[src/rtl/alu_rr_arbiter.sv]
// Two-requester round-robin front end feeding a single shared ALU with one result register.
// Latency: an operation granted in cycle k has rsp_valid high from cycle k+2; the minimum issue interval is 3 cycles.
// Backpressure: the result holds in DONE until rsp_ready is high, and no new request is granted until then.
//
// Ports:
//   clk, rst                  clock and synchronous active-high reset
//   reqX_valid/ready          per-requester handshake (X = 0, 1); ready is combinational and only asserted in IDLE
//   reqX_op, reqX_a, reqX_b   opcode and N-bit operands
//   rsp_valid/ready           result handshake
//   rsp_id, rsp_result, rsp_err  issuing requester, result, illegal-opcode flag
module alu_rr_arbiter #(
    parameter int N = 32
) (
    input  logic         clk,
    input  logic         rst,
    input  logic         req0_valid,
    output logic         req0_ready,
    input  logic [2:0]   req0_op,
    input  logic [N-1:0] req0_a,
    input  logic [N-1:0] req0_b,
    input  logic         req1_valid,
    output logic         req1_ready,
    input  logic [2:0]   req1_op,
    input  logic [N-1:0] req1_a,
    input  logic [N-1:0] req1_b,
    output logic         rsp_valid,
    input  logic         rsp_ready,
    output logic         rsp_id,
    output logic [N-1:0] rsp_result,
    output logic         rsp_err
);

    typedef enum logic [1:0] {
        S_IDLE = 2'd0,
        S_EXEC = 2'd1,
        S_DONE = 2'd2
    } state_t;

    localparam logic [2:0] OP_ADD  = 3'b000;
    localparam logic [2:0] OP_SUB  = 3'b001;
    localparam logic [2:0] OP_AND  = 3'b010;
    localparam logic [2:0] OP_OR   = 3'b011;
    localparam logic [2:0] OP_SLT  = 3'b100;
    localparam logic [2:0] OP_SLTU = 3'b101;

    state_t       r_state;
    logic         r_last_grant;
    logic         r_id;
    logic [2:0]   r_op;
    logic [N-1:0] r_a;
    logic [N-1:0] r_b;

    logic         w_grant;
    logic         w_grant_id;
    logic [2:0]   w_sel_op;
    logic [N-1:0] w_sel_a;
    logic [N-1:0] w_sel_b;

    logic [N:0]   w_sub_ext;
    logic [N-1:0] w_diff;
    logic         w_borrow;
    logic         w_ovf;
    logic         w_slt;
    logic [N-1:0] w_result;
    logic         w_err;

    // On a tie the requester that did not win last time gets the grant;
    // a lone requester always wins.
    always_comb begin
        w_grant_id = (req0_valid && req1_valid) ? ~r_last_grant : req1_valid;
        w_grant    = (r_state == S_IDLE) && !rst && (req0_valid || req1_valid);
    end

    assign req0_ready = w_grant && !w_grant_id;
    assign req1_ready = w_grant &&  w_grant_id;

    assign w_sel_op = w_grant_id ? req1_op : req0_op;
    assign w_sel_a  = w_grant_id ? req1_a  : req0_a;
    assign w_sel_b  = w_grant_id ? req1_b  : req0_b;

    // One N+1-bit subtract serves SUB, SLT and SLTU: the extra top bit is the
    // unsigned borrow, and signed less-than is sign(diff) corrected by overflow.
    assign w_sub_ext = {1'b0, r_a} - {1'b0, r_b};
    assign w_diff    = w_sub_ext[N-1:0];
    assign w_borrow  = w_sub_ext[N];
    assign w_ovf     = (r_a[N-1] ^ r_b[N-1]) & (w_diff[N-1] ^ r_a[N-1]);
    assign w_slt     = w_diff[N-1] ^ w_ovf;

    always_comb begin
        w_result = '0;
        w_err    = 1'b0;
        case (r_op)
            OP_ADD:  w_result = r_a + r_b;
            OP_SUB:  w_result = w_diff;
            OP_AND:  w_result = r_a & r_b;
            OP_OR:   w_result = r_a | r_b;
            OP_SLT:  w_result = {{(N-1){1'b0}}, w_slt};
            OP_SLTU: w_result = {{(N-1){1'b0}}, w_borrow};
            default: w_err    = 1'b1;
        endcase
    end

    always_ff @(posedge clk) begin
        if (rst) begin
            r_state      <= S_IDLE;
            r_last_grant <= 1'b1;
            r_id         <= 1'b0;
            r_op         <= '0;
            r_a          <= '0;
            r_b          <= '0;
            rsp_valid    <= 1'b0;
            rsp_id       <= 1'b0;
            rsp_result   <= '0;
            rsp_err      <= 1'b0;
        end else begin
            case (r_state)
                S_IDLE: begin
                    if (w_grant) begin
                        r_id         <= w_grant_id;
                        r_op         <= w_sel_op;
                        r_a          <= w_sel_a;
                        r_b          <= w_sel_b;
                        r_last_grant <= w_grant_id;
                        r_state      <= S_EXEC;
                    end
                end
                S_EXEC: begin
                    rsp_result <= w_result;
                    rsp_err    <= w_err;
                    rsp_id     <= r_id;
                    rsp_valid  <= 1'b1;
                    r_state    <= S_DONE;
                end
                S_DONE: begin
                    if (rsp_ready) begin
                        rsp_valid <= 1'b0;
                        r_state   <= S_IDLE;
                    end
                end
                default: r_state <= S_IDLE;
            endcase
        end
    end

endmodule

[config.mk]
export PLATFORM = sky130hd
export DESIGN_NAME = alu_rr_arbiter
export DESIGN_NICKNAME = d
export VERILOG_FILES = /design/src/rtl/alu_rr_arbiter.sv
export SDC_FILE = /design/constraint.sdc
export NUM_CORES = 1
export LEC_CHECK = 0
export BUFFER_PORTS_ARGS = -buffer_cell sky130_fd_sc_hd__buf_2
export CORE_UTILIZATION = 58
export CTS_BUF_LIST = sky130_fd_sc_hd__clkbuf_4
export DETAILED_ROUTE_END_ITERATION = 8
export GPL_ROUTABILITY_DRIVEN = 0
export PLACE_DENSITY = 0.83
export REMOVE_ABC_BUFFERS = 1
export SLEW_MARGIN = 20
export SYNTH_ARGS = -nofsm -noshare
export SYNTH_HDL_FRONTEND = slang
export SYNTH_SLANG_ARGS = --single-unit
[constraint.sdc]
create_clock -name clk -period 4 [get_ports clk]
set_input_delay 0.2 -clock clk [delete_from_list [all_inputs] [get_ports clk]]
set_output_delay 0.2 -clock clk [all_outputs]
set_load 0.1 [all_outputs]
After elaboration in Yosys (flattened, before gate mapping)
Index checks and enable logic that the tools add are counted.

Register bits after elaboration: 106. Input bits: 139. Output and inout port bits: 37. Word-level logic and storage cells: 54.

Add/sub/neg operators: 2. Equal/unequal tests: 9. Multiplexer cells: 11. Bitwise logic cells: 7. Reduce and logical (&&, ||, !) cells: 15.

Operators with widths (count): one-hot mux 32 bit (6 select lines) (1); two-way mux 32 bit (2); subtractor 32 x 32 -> 33 bit (1); adder 32 bit (1); AND 32 bit (1); OR 32 bit (1); equality test 3 x 2 -> 1 bit, second input constant (2); equality test 3 bit, second input constant (2); one-hot mux 2 bit (3 select lines) (1); AND reduction 2 bit (3); OR reduction 6 bit (1); logical AND 1 bit (5); two-way mux 2 bit (2); inequality test 2 bit, second input constant (2); equality test 3 x 1 -> 1 bit, second input constant (1); zero test 3 bit (1); two-way mux 1 bit (3); two-way mux 3 bit (1); XOR 1 bit (3); equality test 2 x 1 -> 1 bit, second input constant (1); equality test 2 bit, second input constant (1); zero test 1 bit (2); zero test 2 bit (1); one-hot mux 1 bit (2 select lines) (1); 4 further kinds (4).

Depth between registers and ports, before layout
Depth in word-level cells: 5. Gate-level depth with buffers: 19. Depth with buffers taken out: 18.

Worst setup path before layout
Ideal clock, no wire load.

Kind: register to register. Start: reg r_a[12]. End: reg rsp_result[31]. Library setup time: 0.133 ns. Data arrival time: 3.345 ns. Required time: 3.867 ns. Setup slack: 0.522 ns. Cell stages (with the launch flop): 19. Buffers on the path: 1. Clock period less this slack: 3.478 ns. Path through: dfxtp_1 > inv_1 > ha_1 > clkbuf_1 > inv_2 > a21oi_1 > o311ai_1 > a211oi_1 > a21oi_1 > a211oi_1 > o21bai_1 > a21oi_1 > o21ba_2 > o21bai_1 > fa_1 > o211ai_1 > o21ai_0 > a22oi_1 > a21oi_1.

Cells in the longest elaborated chain, start to end: 2. Elaborated cells on any way between the ends: 3. Those cells by class: 2 x add/sub; 1 x mux.

RTL lines: start, declared (RTL line 50) `logic [N-1:0] r_a;`; start signal, assigned (RTL line 121) `r_a <= w_sel_a;`; subtractor 32 x 32 -> 33 bit or adder 32 bit (tied branches) (RTL line 83, 93); one-hot mux 32 bit (6 select lines) (*) (RTL line 92) `case (r_op)`; end signal, assigned (RTL line 128) `rsp_result <= w_result;`; end, declared (RTL line 29) `output logic [N-1:0] rsp_result,`.

Mark *: on every way between the ends. The rest lies on a longest branch, timed or not. A chain may end at the register's enable or synchronous reset.

Final worst setup path
Start: reg r_a[22]. End: reg rsp_result[31].

The elaborated chain is that of the path after synthesis.

==> impl_results.md <==
- Worst hold margin: 0.0120 ns
- Largest net degree at the start of global routing: 64
- Starting DRC count in detailed routing: a little over 1,000
- Post-synthesis sequential area ratio: 23.8%
- Async SR Flop Fraction: 0%
- Power Density: 340 nW/um^2
- Num rows: 44
- Area leader, netlist: dfxtp_1
- Synth Cell Area: 8930 um^2
- Post-CTS setup buffers: 0
- Reg-to-reg endpoint: rsp_result[31]
- Cells after Synth: 1,158
- Inserted Clock Buffers: 9
- Crit path capture type: flip-flop
- Final WL: 25,900 um
- Vias per Instance: between 6 and 7
- YS warnings: 0
- Worst-skew pair later-pin latency: about 0.53 ns
- Pre-antenna DRT Iters: 6
- Max Cap Viol: 0
- Slew @ Worst Pin: 0.891 ns
- Root Driver: clkbuf_4
- # IOs: approximately 180
- WP data required: between 4 and 5 ns
- Final ANT Viol Nets: 0
- Simple-gate share of the synthesized area: 14.4%
- Post-synthesis xor/xnor area fraction: under 10%
- Tmin final: 3.79 ns
- Post-Route Utilization: 71.9%
- Gr usage total: 32.3%
- Top-area cell type share of the netlist area: 23.8%
- CTS tree: done
- FF-to-FF path depth: 15
- Largest family of logic cells by synthesized area: compound AO/OA/AOI/OAI gates
- Clock slew at reported path FFs: 0.18 ns
- Crit-path cells: inv_1 > ha_1 > nor2_2 > or4b_1 > nor3_2 > a211oi_2 > o21bai_1 > a21oi_1 > o21ba_2 > o21bai_1 > fa_1 > o211ai_1 > o21ai_0 > a22oi_1 > a21oi_1
- Setup CP Type: flip-flop to flip-flop
- Setup tns final: 0 ns
- Share of layout cells above drive strength 1: 18.6%
- Initial antenna violation count: 1
- Distinct cells, synth: 70
- Status: complete, no violations
- Register cell area after layout: 2130 um^2
- #FFs+latches synth: about 110
- Final hold vios: 0
- Synth Flop Type: dfxtp_1
- Tcrit/Tclk final: 94.9%
- Maximum vdd drop: around 230 uV
- HP Start: req0_b[26]
- Startpoint types: flip-flop
- Fmax: 264 MHz
- Critical Path Fanout Max: 11
- Most common library cells after synthesis: 148 x nor2_1, 106 x dfxtp_1, 103 x ha_1
- DRC: 0
- Crit-path max cell delay: 0.53 ns
- Die Area: about 16,000 um^2
- CP max stage cell: or4b_1
- HPWL after detailed placement: 18,500 um
- Syn avg cell area: 7.71 um^2
- Area delta synth->final: 18.8%
- Post-synthesis mux area share: around 8.4%
- CP top delay family: compound AO/OA/AOI/OAI gates
- GRT overflow: 0
- Worst-case clock buffer depth: 2
- Die W: around 130 um
- Fin. max-slew vios: 0
- Starting Density: 60.5%
- Drt wl/cell: 16.9 um
- Setup Skew: 0.0260 ns
- Layout Nets: 1,586
- R2r setup slk: around 0.21 ns
- Compound-Gate Fraction of Synth Area: 27.9%
- Worst R2R Start: r_a[22]
- Setup repair after global routing missed its margin: no
- Die Y: 126 um
- Largest cells by area after synthesis: dfxtp_1 24%, ha_1 14%, mux2i_1 7.8%
- EDFF count, synth: 0
- Critical path arrival: 4.20 ns
- Worst slew margin: 40.5%
- Critical Path End: rsp_result[31]
- Fillers: 1,191
- PortBufs: 175
- Global-route wire length before repair: 41,500 um
- Sink Count: 106
- Core Region: 14,800 um^2
- Worst path bufs/invs: 1
- Critical path startpoint: r_a[22]
- Final setup fails: 0
- Leak: 4.47 nW
- Htree depth: 3
- Most numerous cell in the Yosys netlist: nor2_1
- Hold Crit Class: input pin to flip-flop
- Footprint of the multi-input gates: approximately 6200 um^2
- Vias post-DR: 9,350
- Critical path depth: 15
- Vias in the first global route: 8,597
- Adder-cell area share of the yosys netlist: 15.1%
power breakdown:
part	switching (mW)	total [mW]	internal, mW
logic	1.13	1.81	0.679
registers	0.111	1.27	1.15
clock network	0.403	0.533	0.131
cell families after synthesis:
logic type | count (synthesis)
adders and majority gates | 106
muxes | 73
xor gates and xnor gates | 30
and+or+nand+nor | 298
AOI/OAI and AO/OA | 368
buffers and inverters | 177
DFF | 106
area by class of cell:
class                           instances  area share, %
Antenna cell                            1         0.0236
Sequential cell                       106           20.0
Inverter                               99           3.53
Multi-Input combinational cell        875           58.2
Timing Repair Buffer                  250           14.8
Clock buffer                            9          0.637
Tap cell                              184           2.17
Clock inverter                          7          0.519
routing by layer:
| metal | part of all wire [%] | global-route usage, % |
|---|---|---|
| met2 | 46 | 53.9 |
| met3 | 8.9 | 6.80 |
| met4 | 2.9 | 12.5 |
| met1 | 42 | 40.6 |
| met5 | 0 | 0 |
metrics by stage:
step	area (um^2)	power, mW	setup WS (ns)	cells
detailed placement	9960	2.98	0.165	1465
floorplan	8630	2.55	-6.92	1080
global placement	9960	2.94	0.378	1465
CTS	10600	3.55	0.158	1528
finish	10600	3.61	0.206	1531
global route	10600	3.82	0.00145	1531
sequential cells by signal (all words and copies together) (netlist names):
register / cells
r_last_grant: 1
r_a: 32
r_b: 32
rsp_result: 32
r_op: 3
rsp_valid: 1
r_id: 1
r_state: 2
rsp_id: 1
rsp_err: 1
what timing repair did:
item	in CTS	in global routing
gates resized for setup	0	9
hold buffers	47	2
hold endpoints to repair	27	1
endpoints found under the setup margin	0	1
how the worst min path moves through the flow:
stage | endpoint | slack (ns) | cells after the start
2_1_floorplan | rsp_result[26] | 0.26 | 1
3_3_place_gp | rsp_id | 0.44 | 2
3_5_place_dp | rsp_id | 0.45 | 2
4_1_cts | r_b[26] | 0.00006 | 3
5_1_grt | r_a[28] | 0.006 | 3
6_report | r_b[26] | 0.01 | 3
worst register-to-register path, stage by stage (launching register included):
cell	delay, ns
dfxtp_1	0.42
inv_1	0.06
ha_1	0.45
nor2_2	0.20
or4b_1	0.53
nor3_2	0.25
a211oi_2	0.12
o21bai_1	0.16
a21oi_1	0.11
o21ba_2	0.20
o21bai_1	0.18
fa_1	0.45
o211ai_1	0.15
o21ai_0	0.11
a22oi_1	0.20
a21oi_1	0.09
cells in the final DEF, fill, tap and decap left out, drive strengths merged, types with 3 or more instances in the layout:
master	synthesis	routed
a211oi	85	85
a21boi	4	4
a21o	6	6
a21oi	75	75
a221oi	13	13
a22oi	17	17
a31oi	9	9
buf	16	201
clkbuf	62	9
clkinv	1	3
clkinvlp	0	4
dfxtp	106	106
dlygate4sd3	0	49
fa	3	3
ha	103	103
inv	98	99
mux2i	70	70
nand2	78	78
nand2b	5	5
nand3	11	11
nand4	8	8
nor2	148	148
nor2b	10	10
nor3	15	15
nor4	4	4
o211ai	18	18
o21a	4	4
o21ai	69	69
o21ba	5	5
o21bai	17	17
o221ai	6	6
o22ai	4	4
o31a	4	4
o31ai	11	11
o41ai	3	3
or2	4	4
or3	5	5
xnor2	25	25
xor2	5	5
Note: power is estimated with default switching activity, not from simulation.
